[config.mk]
export PLATFORM = sky130hd
export DESIGN_NAME = conv_window_ctrl
export DESIGN_NICKNAME = d
export VERILOG_FILES = /design/src/rtl/conv_window_ctrl.sv
export SDC_FILE = /design/constraint.sdc
export NUM_CORES = 1
export LEC_CHECK = 0
export CORE_UTILIZATION = 25
export CTS_BUF_LIST = sky130_fd_sc_hd__clkbuf_16
export CTS_CLUSTER_DIAMETER = 100
export CTS_CLUSTER_SIZE = 8
export DETAILED_ROUTE_END_ITERATION = 16
export GPL_TIMING_DRIVEN = 0
export SYNTH_ARGS = -nofsm -noshare
export SYNTH_HDL_FRONTEND = slang
export SYNTH_SLANG_ARGS = --single-unit
[constraint.sdc]
create_clock -name clk_i -period 2.5 [get_ports clk_i]
set_input_delay 0.375 -clock clk_i [delete_from_list [all_inputs] [get_ports clk_i]]
set_output_delay 0.375 -clock clk_i [all_outputs]
set_load 0.02 [all_outputs]
[src/rtl/conv_window_ctrl.sv]
`default_nettype none
// ============================================================================
// Module   : conv_window_ctrl
// Brief    : Sequencer for the conv line-buffer chain: accepts a raster pixel
//            stream, drives shift enable / frame clear, presents KxK windows.
//            Optional window counter output when CONV_WIN_COUNT_EN is defined.
// Revision : 1.0 - initial release
// ============================================================================
module conv_window_ctrl #(
    parameter int IMG_WIDTH   = 28,
    parameter int IMG_HEIGHT  = 28,
    parameter int KERNEL_SIZE = 3,
    localparam int ROW_W = (IMG_HEIGHT > 1) ? $clog2(IMG_HEIGHT) : 1,
    localparam int COL_W = (IMG_WIDTH  > 1) ? $clog2(IMG_WIDTH)  : 1
`ifdef CONV_WIN_COUNT_EN
    ,
    localparam int CNT_W = $clog2(IMG_HEIGHT * IMG_WIDTH + 1)
`endif
) (
    input  logic             clk_i,
    input  logic             rst_i,
    input  logic             start_i,
    input  logic             pix_valid_i,
    output logic             pix_ready_o,
    output logic             shift_en_o,
    output logic             shift_clr_o,
    output logic             win_valid_o,
    input  logic             win_ready_i,
    output logic [ROW_W-1:0] win_row_o,
    output logic [COL_W-1:0] win_col_o,
    output logic             busy_o,
    output logic             frame_done_o
`ifdef CONV_WIN_COUNT_EN
    ,
    output logic [CNT_W-1:0] win_count_o
`endif
);

    typedef enum logic [1:0] {
        S_IDLE   = 2'd0,
        S_STREAM = 2'd1,
        S_FLUSH  = 2'd2
    } state_t;

    localparam logic [ROW_W-1:0] c_ROW_LAST = ROW_W'(IMG_HEIGHT - 1);
    localparam logic [COL_W-1:0] c_COL_LAST = COL_W'(IMG_WIDTH - 1);
    localparam logic [ROW_W-1:0] c_ROW_OFS  = ROW_W'(KERNEL_SIZE - 1);
    localparam logic [COL_W-1:0] c_COL_OFS  = COL_W'(KERNEL_SIZE - 1);

    state_t           r_state;
    state_t           w_state_nxt;
    logic [ROW_W-1:0] r_row;
    logic [COL_W-1:0] r_col;
    logic             r_win_valid;
    logic [ROW_W-1:0] r_win_row;
    logic [COL_W-1:0] r_win_col;
    logic             r_frame_done;

    logic w_start;
    logic w_pix_ready;
    logic w_accept;
    logic w_win_hs;
    logic w_win_hit;
    logic w_last_pix;
    logic w_frame_end;

    assign w_start     = (r_state == S_IDLE) && start_i;
    // A pending window blocks new pixels unless it is retired on this same edge.
    assign w_pix_ready = (r_state == S_STREAM) && (!r_win_valid || win_ready_i);
    assign w_accept    = pix_valid_i && w_pix_ready;
    assign w_win_hs    = r_win_valid && win_ready_i;
    assign w_win_hit   = (r_row >= c_ROW_OFS) && (r_col >= c_COL_OFS);
    assign w_last_pix  = (r_row == c_ROW_LAST) && (r_col == c_COL_LAST);
    assign w_frame_end = (r_state == S_FLUSH) && w_win_hs;

    always_ff @(posedge clk_i) begin
        if (rst_i) begin
            r_state <= S_IDLE;
        end else begin
            r_state <= w_state_nxt;
        end
    end

    always_comb begin
        w_state_nxt = r_state;
        case (r_state)
            S_IDLE: begin
                if (start_i) begin
                    w_state_nxt = S_STREAM;
                end
            end
            S_STREAM: begin
                if (w_accept && w_last_pix) begin
                    w_state_nxt = S_FLUSH;
                end
            end
            S_FLUSH: begin
                if (w_win_hs) begin
                    w_state_nxt = S_IDLE;
                end
            end
            default: begin
                w_state_nxt = S_IDLE;
            end
        endcase
    end

    // Raster position of the next pixel to be accepted.
    always_ff @(posedge clk_i) begin
        if (rst_i || w_start || w_frame_end) begin
            r_row <= '0;
            r_col <= '0;
        end else if (w_accept) begin
            if (r_col == c_COL_LAST) begin
                r_col <= '0;
                r_row <= (r_row == c_ROW_LAST) ? '0 : r_row + 1'b1;
            end else begin
                r_col <= r_col + 1'b1;
            end
        end
    end

    // Window register: load on a completing pixel, else retire on handshake.
    always_ff @(posedge clk_i) begin
        if (rst_i) begin
            r_win_valid <= 1'b0;
            r_win_row   <= '0;
            r_win_col   <= '0;
        end else if (w_accept && w_win_hit) begin
            r_win_valid <= 1'b1;
            r_win_row   <= r_row - c_ROW_OFS;
            r_win_col   <= r_col - c_COL_OFS;
        end else if (win_ready_i) begin
            r_win_valid <= 1'b0;
        end
    end

    always_ff @(posedge clk_i) begin
        if (rst_i) begin
            r_frame_done <= 1'b0;
        end else begin
            r_frame_done <= w_frame_end;
        end
    end

`ifdef CONV_WIN_COUNT_EN
    logic [CNT_W-1:0] r_win_count;

    always_ff @(posedge clk_i) begin
        if (rst_i || w_start) begin
            r_win_count <= '0;
        end else if (w_win_hs) begin
            r_win_count <= r_win_count + 1'b1;
        end
    end

    assign win_count_o = r_win_count;
`endif

    assign pix_ready_o  = w_pix_ready;
    assign shift_en_o   = w_accept;
    assign shift_clr_o  = w_start;
    assign win_valid_o  = r_win_valid;
    assign win_row_o    = r_win_row;
    assign win_col_o    = r_win_col;
    assign busy_o       = (r_state != S_IDLE);
    assign frame_done_o = r_frame_done;

endmodule
`default_nettype wire

### After elaboration in Yosys (flattened, before gate mapping)

Cells that the tools add are included.

* output and inout port bits: 16
* word-level logic and storage cells: 46
* flip-flop bits (word level): 24

* $add $sub $neg: 4
* reduce and logical (&&, ||, !) cells: 18
* muxes and demuxes: 8
* $lt $le $gt $ge: 2
* eq/ne operators: 7

Operator list (count)
* 5-bit by 1-bit adder with 5-bit output (second input constant): 2
* 5-bit == test (second input constant): 2
* 5-bit by 2-bit greater-or-equal comparator with 1-bit output (second input constant): 2
* 5-bit two-way mux: 2
* 5-bit by 2-bit subtractor with 5-bit output (second input constant): 2
* 1-bit logical AND: 9
* 2-bit two-way mux: 3
* 2-bit one-hot mux with 3 select lines: 1
* 2-bit inequality test (second input constant): 2
* 2-bit nonzero test: 2
* 1-bit logical OR: 3
* 3-bit AND reduction: 1
* 2-bit by 1-bit == test with 1-bit output (second input constant): 1
* 2-bit == test (second input constant): 1
* 2-bit logical NOT: 1
* 1-bit two-way mux: 2
* 2-bit by 1-bit inequality test with 1-bit output (second input constant): 1
* 2-bit AND reduction: 1
* 1-bit logical NOT: 1

### Longest topological paths before layout

Gate-level depths: netlist (run 1).

* depth in word-level cells: 7
* mapped depth: 7
* mapped depth without buffers: 6

### Least setup slack after synthesis (run 1)

No wires, ideal clock.

* kind: reg-to-reg
* start: reg r_win_valid (netlist: win_valid_o)
* end: reg r_row[4]
* clock period less this slack: 1.909 ns
* arrival: 1.839 ns
* path buffers: 1
* stages on the path, launching flop included: 6
* path slack: 0.591 ns
* cells stage by stage: dfxtp_1 -> nor2b_1 -> or4_4 -> buf_4 -> or4_1 -> a21oi_1

* cells in the longest elaborated chain, start to end: 5
* elaborated cells on any way between the ends: 8
* classes of those cells: reduce/logical: 8

Ends and longest elaborated chain
* start: declaration: RTL line 54 `logic r_win_valid;`
* start signal: assignment: RTL line 126 `r_win_valid <= 1'b0;`
* start signal: assignment: RTL line 130 `r_win_valid <= 1'b1;`
* start signal: assignment: RTL line 134 `r_win_valid <= 1'b0;`
* 1-bit logical NOT: RTL line 69 `assign w_pix_ready = (r_state == S_STREAM) && (!r_win_valid || win_ready_i);`
* 1-bit logical OR: RTL line 69
* 1-bit logical AND: RTL line 69
* 1-bit logical AND: RTL line 70 `assign w_accept = pix_valid_i && w_pix_ready;`
* 2-bit AND reduction (no source line)
* end signal: assignment: RTL line 116 `r_row <= (r_row == c_ROW_LAST) ? '0 : r_row + 1'b1;`
* end: declaration: RTL line 52 `logic [ROW_W-1:0] r_row;`

Several ways; a longest one is shown, not always the timed one.
A chain may end at the register's enable or synchronous reset.

### Final worst setup path (run 1)

* start: in win_ready_i
* end: out shift_en_o

* cells in the longest elaborated chain, start to end: 3

Ends and longest elaborated chain
* start: declaration: RTL line 28 `input logic win_ready_i,`
* 1-bit logical OR: RTL line 69
* 1-bit logical AND: RTL line 69
* 1-bit logical AND: RTL line 70
* end: declaration: RTL line 25 `output logic shift_en_o,`

Every way passes these cells.

==> results of run 1 <==
==> power by group <==
group | internal (mW) | leakage [nW] | switching, mW
clock | 0.214 | 0.0385 | 0.134
sequential | 0.386 | 0.194 | 0.00649
combinational | 0.0339 | 0.310 | 0.0412
==> metal layers <==
metal,up-vias,track usage (%),wire (um)
met2,29,15.3,1050
met3,2,2.53,112
met4,0,3.92,23
met1,461,15.7,1380
met5,-,0,0
li1,537,-,-
==> final cells by class <==
| type | instances | area, um^2 | area share, % |
|---|---|---|---|
| clock inverter | 1 | 3.75 | 0.238 |
| multi-input combinational | 100 | 689 | 43.7 |
| timing repair buffer | 21 | 208 | 13.2 |
| clock buffer | 3 | 75.1 | 4.76 |
| sequential | 24 | 480 | 30.5 |
| tap | 52 | 65.1 | 4.12 |
| inverter | 10 | 41.3 | 2.62 |
| buffer | 3 | 15.0 | 0.952 |
==> worst min-delay path, cell delays in order (launching register included) <==
cell	delay, ps
sky130_fd_sc_hd__dfxtp_1	300
sky130_fd_sc_hd__o21ai_0	60
sky130_fd_sc_hd__a21oi_1	60
==> kinds of logic (layout without fill, tap and decap cells) <==
group | after synthesis | after routing | share of synthesized area [%]
DFF | 24 | 24 | 39.5
muxes | 1 | 1 | 0.824
xor gates and xnor gates | 8 | 8 | 5.77
buffers and inverters | 14 | 38 | 4.63
adders and majority gates | 8 | 8 | 8.24
and+or+nand+nor | 49 | 49 | 23.7
AOI/OAI and AO/OA | 34 | 34 | 17.3
==> metrics by stage <==
stage	area (um^2)	instances	hold slack (ps)
floorplan	1210	138	448
global placement	1480	210	463
detailed placement	1480	210	470
CTS	1570	214	479
global route	1580	214	485
finish	1580	214	475
==> worst min-delay path by stage <==
stage / startpoint / end / depth (start not counted)
6_report: win_row_o[0] / win_row_o[0] / 2
5_1_grt: win_col_o[0] / win_col_o[0] / 2
4_1_cts: win_row_o[0] / win_row_o[0] / 2
3_5_place_dp: win_row_o[0] / win_row_o[0] / 2
3_3_place_gp: win_row_o[0] / win_row_o[0] / 2
2_1_floorplan: rst_i / win_col_o[1] / 1
==> timing repair <==
| item | 4_1_cts | 5_1_grt |
|---|---|---|
| resized for setup | 1 | 2 |
| pin swaps | 0 | 0 |
| setup buffers | 1 | 0 |
| hold buffers | 0 | 0 |
| endpoints found under the setup margin | 1 | 6 |
==> placed cells by master, fill, tap and decap left out, types with 3 or more instances in the layout <==
cell type | synthesis | layout
sky130_fd_sc_hd__nand2_1 | 5 | 5
sky130_fd_sc_hd__clkdlybuf4s50_1 | 0 | 20
sky130_fd_sc_hd__ha_1 | 8 | 8
sky130_fd_sc_hd__a21oi_1 | 13 | 13
sky130_fd_sc_hd__o21ai_0 | 6 | 6
sky130_fd_sc_hd__inv_1 | 10 | 9
sky130_fd_sc_hd__nor2b_1 | 4 | 4
sky130_fd_sc_hd__nand3_1 | 5 | 4
sky130_fd_sc_hd__clkbuf_16 | 0 | 3
sky130_fd_sc_hd__a211oi_1 | 10 | 10
sky130_fd_sc_hd__dfxtp_1 | 24 | 24
sky130_fd_sc_hd__nor2_1 | 10 | 10
sky130_fd_sc_hd__xnor2_1 | 7 | 7
sky130_fd_sc_hd__or3_1 | 3 | 3
sky130_fd_sc_hd__nor3_1 | 4 | 4
sky130_fd_sc_hd__nand2b_1 | 3 | 3
==> flip-flops by register name (all words and copies together) (netlist names) <==
signal        count
win_col_o         5
r_col             5
win_valid_o       1
r_row             5
frame_done_o      1
win_row_o         5
r_state           2
==> results.md, run 1 <==
* Final hold vios at 0
* Top flip-flop cell by instance count after synthesis: sky130_fd_sc_hd__dfxtp_1
* Height of the chip at about 72 um
* Critical path class: input pin to primary output
* Worst R2R Start: r_col[1]
* Htree depth at 1
* Worst supply voltage drop on vdd at approximately 0.27 mV
* Number of nets produced by synthesis at around 150
* PwrDens at around 520 nW/um^2
* Max FO, Critical Path at 5
* Row count at 24
* Category of the worst setup path launch point: input pin
* Final worst-path setup slack at between 150 and 200 ps
* Capture point of the worst reg-to-reg path: r_row[3]
* Worst Clk Skew at 1.98 ps
* GR Overflow Total at 0
* Setup repair after global routing missed its margin: no
* Register bit count reported by yosys at 24
* Post-synth EDFFs at 0
* Post-synth top area cell: sky130_fd_sc_hd__dfxtp_1
* Initial drt markers at 56
* Critical Path Sink Type: primary output
* GRT Resource Usage Total at 10.8%
* Clock insertion delay at the later pin of the skew report at between 200 and 300 ps
* Number of antenna violations at the first check in global routing at 0
* Seq/Total Area, Yosys at 39.5%
* Vias in the first global route at around 900
* Clock-pin slew on the worst setup and hold paths at 60 ps
* Number of clock sinks seen by CTS at 24
* Worst rel slew slack at 61.5%
* Final number of max-transition violations at 0
* Fin Setup TNS at 0 ps
* Area delta synth->final at 29.9%
* Vias at between 1k and 1.5k
* Horizontal die dimension at 71.7 um
* Run status: complete, no violations
* Cell with the most instances on the worst path: sky130_fd_sc_hd__clkdlybuf4s50_1
* Clock tree from TritonCTS: done
* Worst-case reg-to-reg path depth at 6
* Total length of routed wires at approximately 2600 um
* Antenna Violating Nets Remaining at 0
* DR vias/cell at ~4.8
* Number of warnings printed during yosys synthesis at 0
* Initial Utilization at roughly 27%
* Min-Delay Path Class: register to register
* End-of-flow core utilization at a little over a third
* Cell with the most instances after synthesis: sky130_fd_sc_hd__dfxtp_1
* Core box area at 4500 um^2
* Final cycle utilization of the critical path at 92.2%
* Leak pwr at about 0.54 nW
* Buffers from clock root to sink, at most at 2
* First drt pass iteration count at 4
* Routed len/inst at 12.0 um
* Root Buffer: sky130_fd_sc_hd__clkbuf_16
* Count of cell instances traversed by the critical path at 5
* Nets at ~180
* Total Die Area at 5140 um^2
* Share of synthesized registers carrying an async set or reset at 0%
* Critical path required time at roughly 2100 ps
* Final Setup Violations at 0
* Largest delay contributor family on the critical path: buffers and inverters
* Placer Congestion at 0.743
* Count of buffers from port buffering at 20
* Dominant cells by area after synthesis: sky130_fd_sc_hd__dfxtp_1 40%, sky130_fd_sc_hd__ha_1 8.2%, sky130_fd_sc_hd__a211oi_1 6.2%
* Global-route wire length before repair at approximately 4300 um
* Num CTS Buffers at 3
* Most frequent cells after synthesis: 24 x sky130_fd_sc_hd__dfxtp_1, 13 x sky130_fd_sc_hd__a21oi_1, 10 x sky130_fd_sc_hd__a211oi_1, 10 x sky130_fd_sc_hd__inv_1, 10 x sky130_fd_sc_hd__nor2_1
* DRC violation count after routing at 0
* Fmax at about 0.43 GHz
* Top-area cell type share of the netlist area at approximately two fifths
* HPWL after detailed placement at about 1900 um
* CP arrival at 1930 ps
* Library cells used by synthesis at 35
* Slowest cell on the critical path: sky130_fd_sc_hd__clkdlybuf4s50_1
* Clock period minus final worst setup slack at about 2300 ps
* Antenna diode count at 0
* Placement Setup Slack at -462 ps
* Largest net degree at the start of global routing at 15
* Number of maximum-capacitance violations at 0
* Buffering stage count on the worst path with inverters included at 3
* Fillers at between 400 and 500
* Transition time at the pin with the least slew margin at about 570 ps
* I/O pin total at 21
* Crit. Startpoint: win_ready_i
* Mean area per synthesized cell at just under 9 um^2
* Post-Syn Area at between 1000 and 1500 um^2
* Overall power after layout at around 800 uW
* Share of post-route cells with drive strength above 1 at approximately a tenth
* Cells after synthesis at 138
* Worst setup endpoint: shift_en_o
* Largest stage delay on the critical path at around 600 ps
* Worst setup slack for register-to-register paths at ~420 ps
* Cells traversed along the worst timing path: clkdlybuf4s50_1 -> nand2b_1 -> nand3_2 -> clkinvlp_4 -> clkdlybuf4s50_1
Power figures use the tool's default switching activity.
==> run 2: changes to the inputs <==
Settings changed: CORE_UTILIZATION 25 to 51, PLACE_DENSITY set to 0.77.
Clock period 2.5 ns to 2.25 ns, I/O delays scaled along.
==> run 2 against run 1 <==
Count of clock-buffer cells in the layout stayed put. Sequential cell count is the same. Critical path depth increased by 1. Final cell count decreased by 11%. Register-to-register slack lost 200 ps. Worst setup slack lost 66 ps. Sequential share of layout area rose by 0.60 points. Total power grew 12%.
==> results.md, run 2 (synthesized netlist as in run 1, its figures left out) <==
* Min-Delay Path Class: register to register
* Number of clock sinks seen by CTS at 24 (unchanged)
* Share of total power in combinational logic at 9.3% (about the same)
* Core box area at 2230 um^2 (-50%)
* Final cycle utilization of the critical path at 94.3%
* Buffering stage count on the worst path with inverters included at 2 (-1)
* Num CTS Buffers at 3 (unchanged)
* Setup repair after global routing missed its margin: yes
* GR Overflow Total at 0 (unchanged)
* Area delta synth->final at 27.7%
* Clock period minus final worst setup slack at around 2100 ps
* Worst supply voltage drop on vdd at 0.487 mV (+79%)
* Routed len/inst at 14.5 um (+21%)
* Count of buffers from port buffering at 20 (unchanged)
* Transition time at the pin with the least slew margin at 579 ps (+5.72 ps)
* Share of post-route cells with drive strength above 1 at 10.5% (+0.62 points)
* Placement Setup Slack at -560 ps (-97.8 ps)
* Cells traversed along the worst timing path: clkdlybuf4s50_1 -> nor2b_1 -> or4_4 -> buf_4 -> or3_1 -> a211oi_1
* Internal power at 704 uW (+11%)
* Final hold vios at 0 (unchanged)
* Placer Congestion at 0.798 (+7.3%)
* Number of antenna violations at the first check in global routing at 0 (unchanged)
* Final number of max-transition violations at 0 (unchanged)
* Initial drt markers at 12 (-79%)
* Total Die Area at 2580 um^2 (-50%)
* Worst Clk Skew at 3.28 ps (+1.30 ps)
* Initial Utilization at 54.4% (+27 points)
* Portion of total power attributed to sequential cells at 47.9% (-0.2 points)
* Buffers from clock root to sink, at most at 2 (unchanged)
* Antenna Violating Nets Remaining at 0 (unchanged)
* DRC violation count after routing at 0 (unchanged)
* HPWL after detailed placement at 1980 um (+1.8%)
* Final worst-path setup slack at 128 ps (-65.7 ps)
* Fin Hold WS at 484 ps (+8.91 ps)
* Largest stage delay on the critical path at 550 ps (-50 ps)
* Switching share of power at 22.6% (+0.31 points)
* Max FO, Critical Path at 10 (+5)
* CP arrival at 2290 ps (+360 ps)
* Clock tree from TritonCTS: done
* Row count at 17 (-29%)
* Fmax at 0.471 GHz
* Vias at 1094 (+6.3%)
* Critical path required time at 2410 ps (+290 ps)
* Leak pwr at 0.558 nW (+3.0%)
* Clock-pin slew on the worst setup and hold paths at 60 ps (about the same)
* Clock insertion delay at the later pin of the skew report at 260 ps (about the same)
* Switching power at 206 uW (+13%)
* Worst R2R Start: r_col[0]
* PwrDens at 587 nW/um^2 (+14%)
* Crit. Startpoint: win_ready_i
* Origin of the worst min-delay path: win_row_o[0]
* First drt pass iteration count at 4 (unchanged)
* DR vias/cell at 5.76 (+20%)
* Number of maximum-capacitance violations at 0 (unchanged)
* Critical Path Sink Type: register
* Nets at 176 (unchanged)
* GRT Resource Usage Total at 24.6% (+14 points)
* Largest delay contributor family on the critical path: simple AND/OR/NAND/NOR gates
* Leading cell types in the layout, fill and taps excluded: 23 x sky130_fd_sc_hd__dfxtp_1, 19 x sky130_fd_sc_hd__clkdlybuf4s50_1, 13 x sky130_fd_sc_hd__a21oi_1
* Final Instance Area at 1550 um^2 (-1.7%)
* Root Buffer: sky130_fd_sc_hd__clkbuf_16
* Htree depth at 1 (unchanged)
* Height of the chip at 50.8 um (-29%)
* Largest net degree at the start of global routing at 15 (unchanged)
* I/O pin total at 21 (unchanged)
* Total length of routed wires at 2760 um (+7.6%)
* Category of the worst setup path launch point: input pin
* Global-route wire length before repair at 4730 um (+8.7%)
* Part of the total power dissipated in the clock network at 42.7% (about the same)
* Slowest cell on the critical path: sky130_fd_sc_hd__or4_4
* Antenna diode count at 0 (unchanged)
* Worst rel slew slack at 61.1% (-0.38 points)
* Overall power after layout at 910 uW (+12%)
* Placed inst area at 1450 um^2 (-2.0%)
* Vias in the first global route at 1041 (+16%)
* Horizontal die dimension at 50.8 um (-29%)
* Run status: complete, no violations
* Most common library cell in the layout ignoring fill and taps: sky130_fd_sc_hd__dfxtp_1
* Critical path class: input pin to register
* Final Setup Violations at 0 (unchanged)
-- run 2: cell count changes in the layout (fill, tap and decap cells not counted), sizes merged --
cell and delta:
clkdlybuf4s50 -1, dlymetal6s2s +1
-- run 2: worst reg2reg max path, cell delays in order, from the launching register on --
cell,delay [ps]
sky130_fd_sc_hd__dfxtp_1,410
sky130_fd_sc_hd__ha_1,180
sky130_fd_sc_hd__nand2_1,80
sky130_fd_sc_hd__or4_4,500
sky130_fd_sc_hd__buf_4,180
sky130_fd_sc_hd__or3_1,310
sky130_fd_sc_hd__a211oi_1,260
-- run 2: power groups by stage --
stage	Sequential, mW	Combinational (mW)	Clock [mW]
after global routing	0.438	0.0909	0.409
after floorplan	0.444	0.0478	0
after global placement	0.445	0.0787	0
after detailed placement	0.446	0.0810	0
after CTS	0.436	0.0850	0.389
final	0.437	0.0848	0.389
-- run 2: per-stage QoR --
step           utilization [%]  TNS [ps]  instances
6_report                  69.5         0        190
2_1_floorplan                -         0        138
5_1_grt                   69.5     -5.77        190
4_1_cts                   69.3         0        190
3_5_place_dp              64.9     -2160        186
3_3_place_gp              64.9     -1780        186
-- run 2: repair_timing --
item,CTS,global route
hold endpoints to repair,0,0
hold buffers,0,0
endpoints found under the setup margin,6,2
setup buffers,1,0
resized for setup,3,2
-- run 2: path summary, 6_finish.rpt --
path / endpoint / slack, ps / cells past startpoint
max: r_row[2] / 130 / 6
min: win_row_o[0] / 480 / 2
max reg2reg: r_row[2] / 220 / 6
min reg2reg: win_row_o[0] / 480 / 2
-- run 2: per-layer routing --
metal / up-vias / routed length, um / global-route usage [%]
li1: 535 / - / -
met1: 514 / 1260 / 30.8
met2: 34 / 1340 / 41.6
met3: 11 / 81 / 2.73
met4: 0 / 81 / 12.5
met5: - / 0 / 0
-- run 2: final cells by class --
| type | instances | area, um^2 |
|---|---|---|
| Clock buffer | 3 | 75.1 |
| Multi-Input combinational cell | 100 | 689 |
| Buffer | 3 | 15.0 |
| Tap cell | 28 | 35.0 |
| Timing Repair Buffer | 21 | 210 |
| Inverter | 10 | 41.3 |
| Clock inverter | 1 | 3.75 |
| Sequential cell | 24 | 482 |
| Fill cell | 201 | 682 |
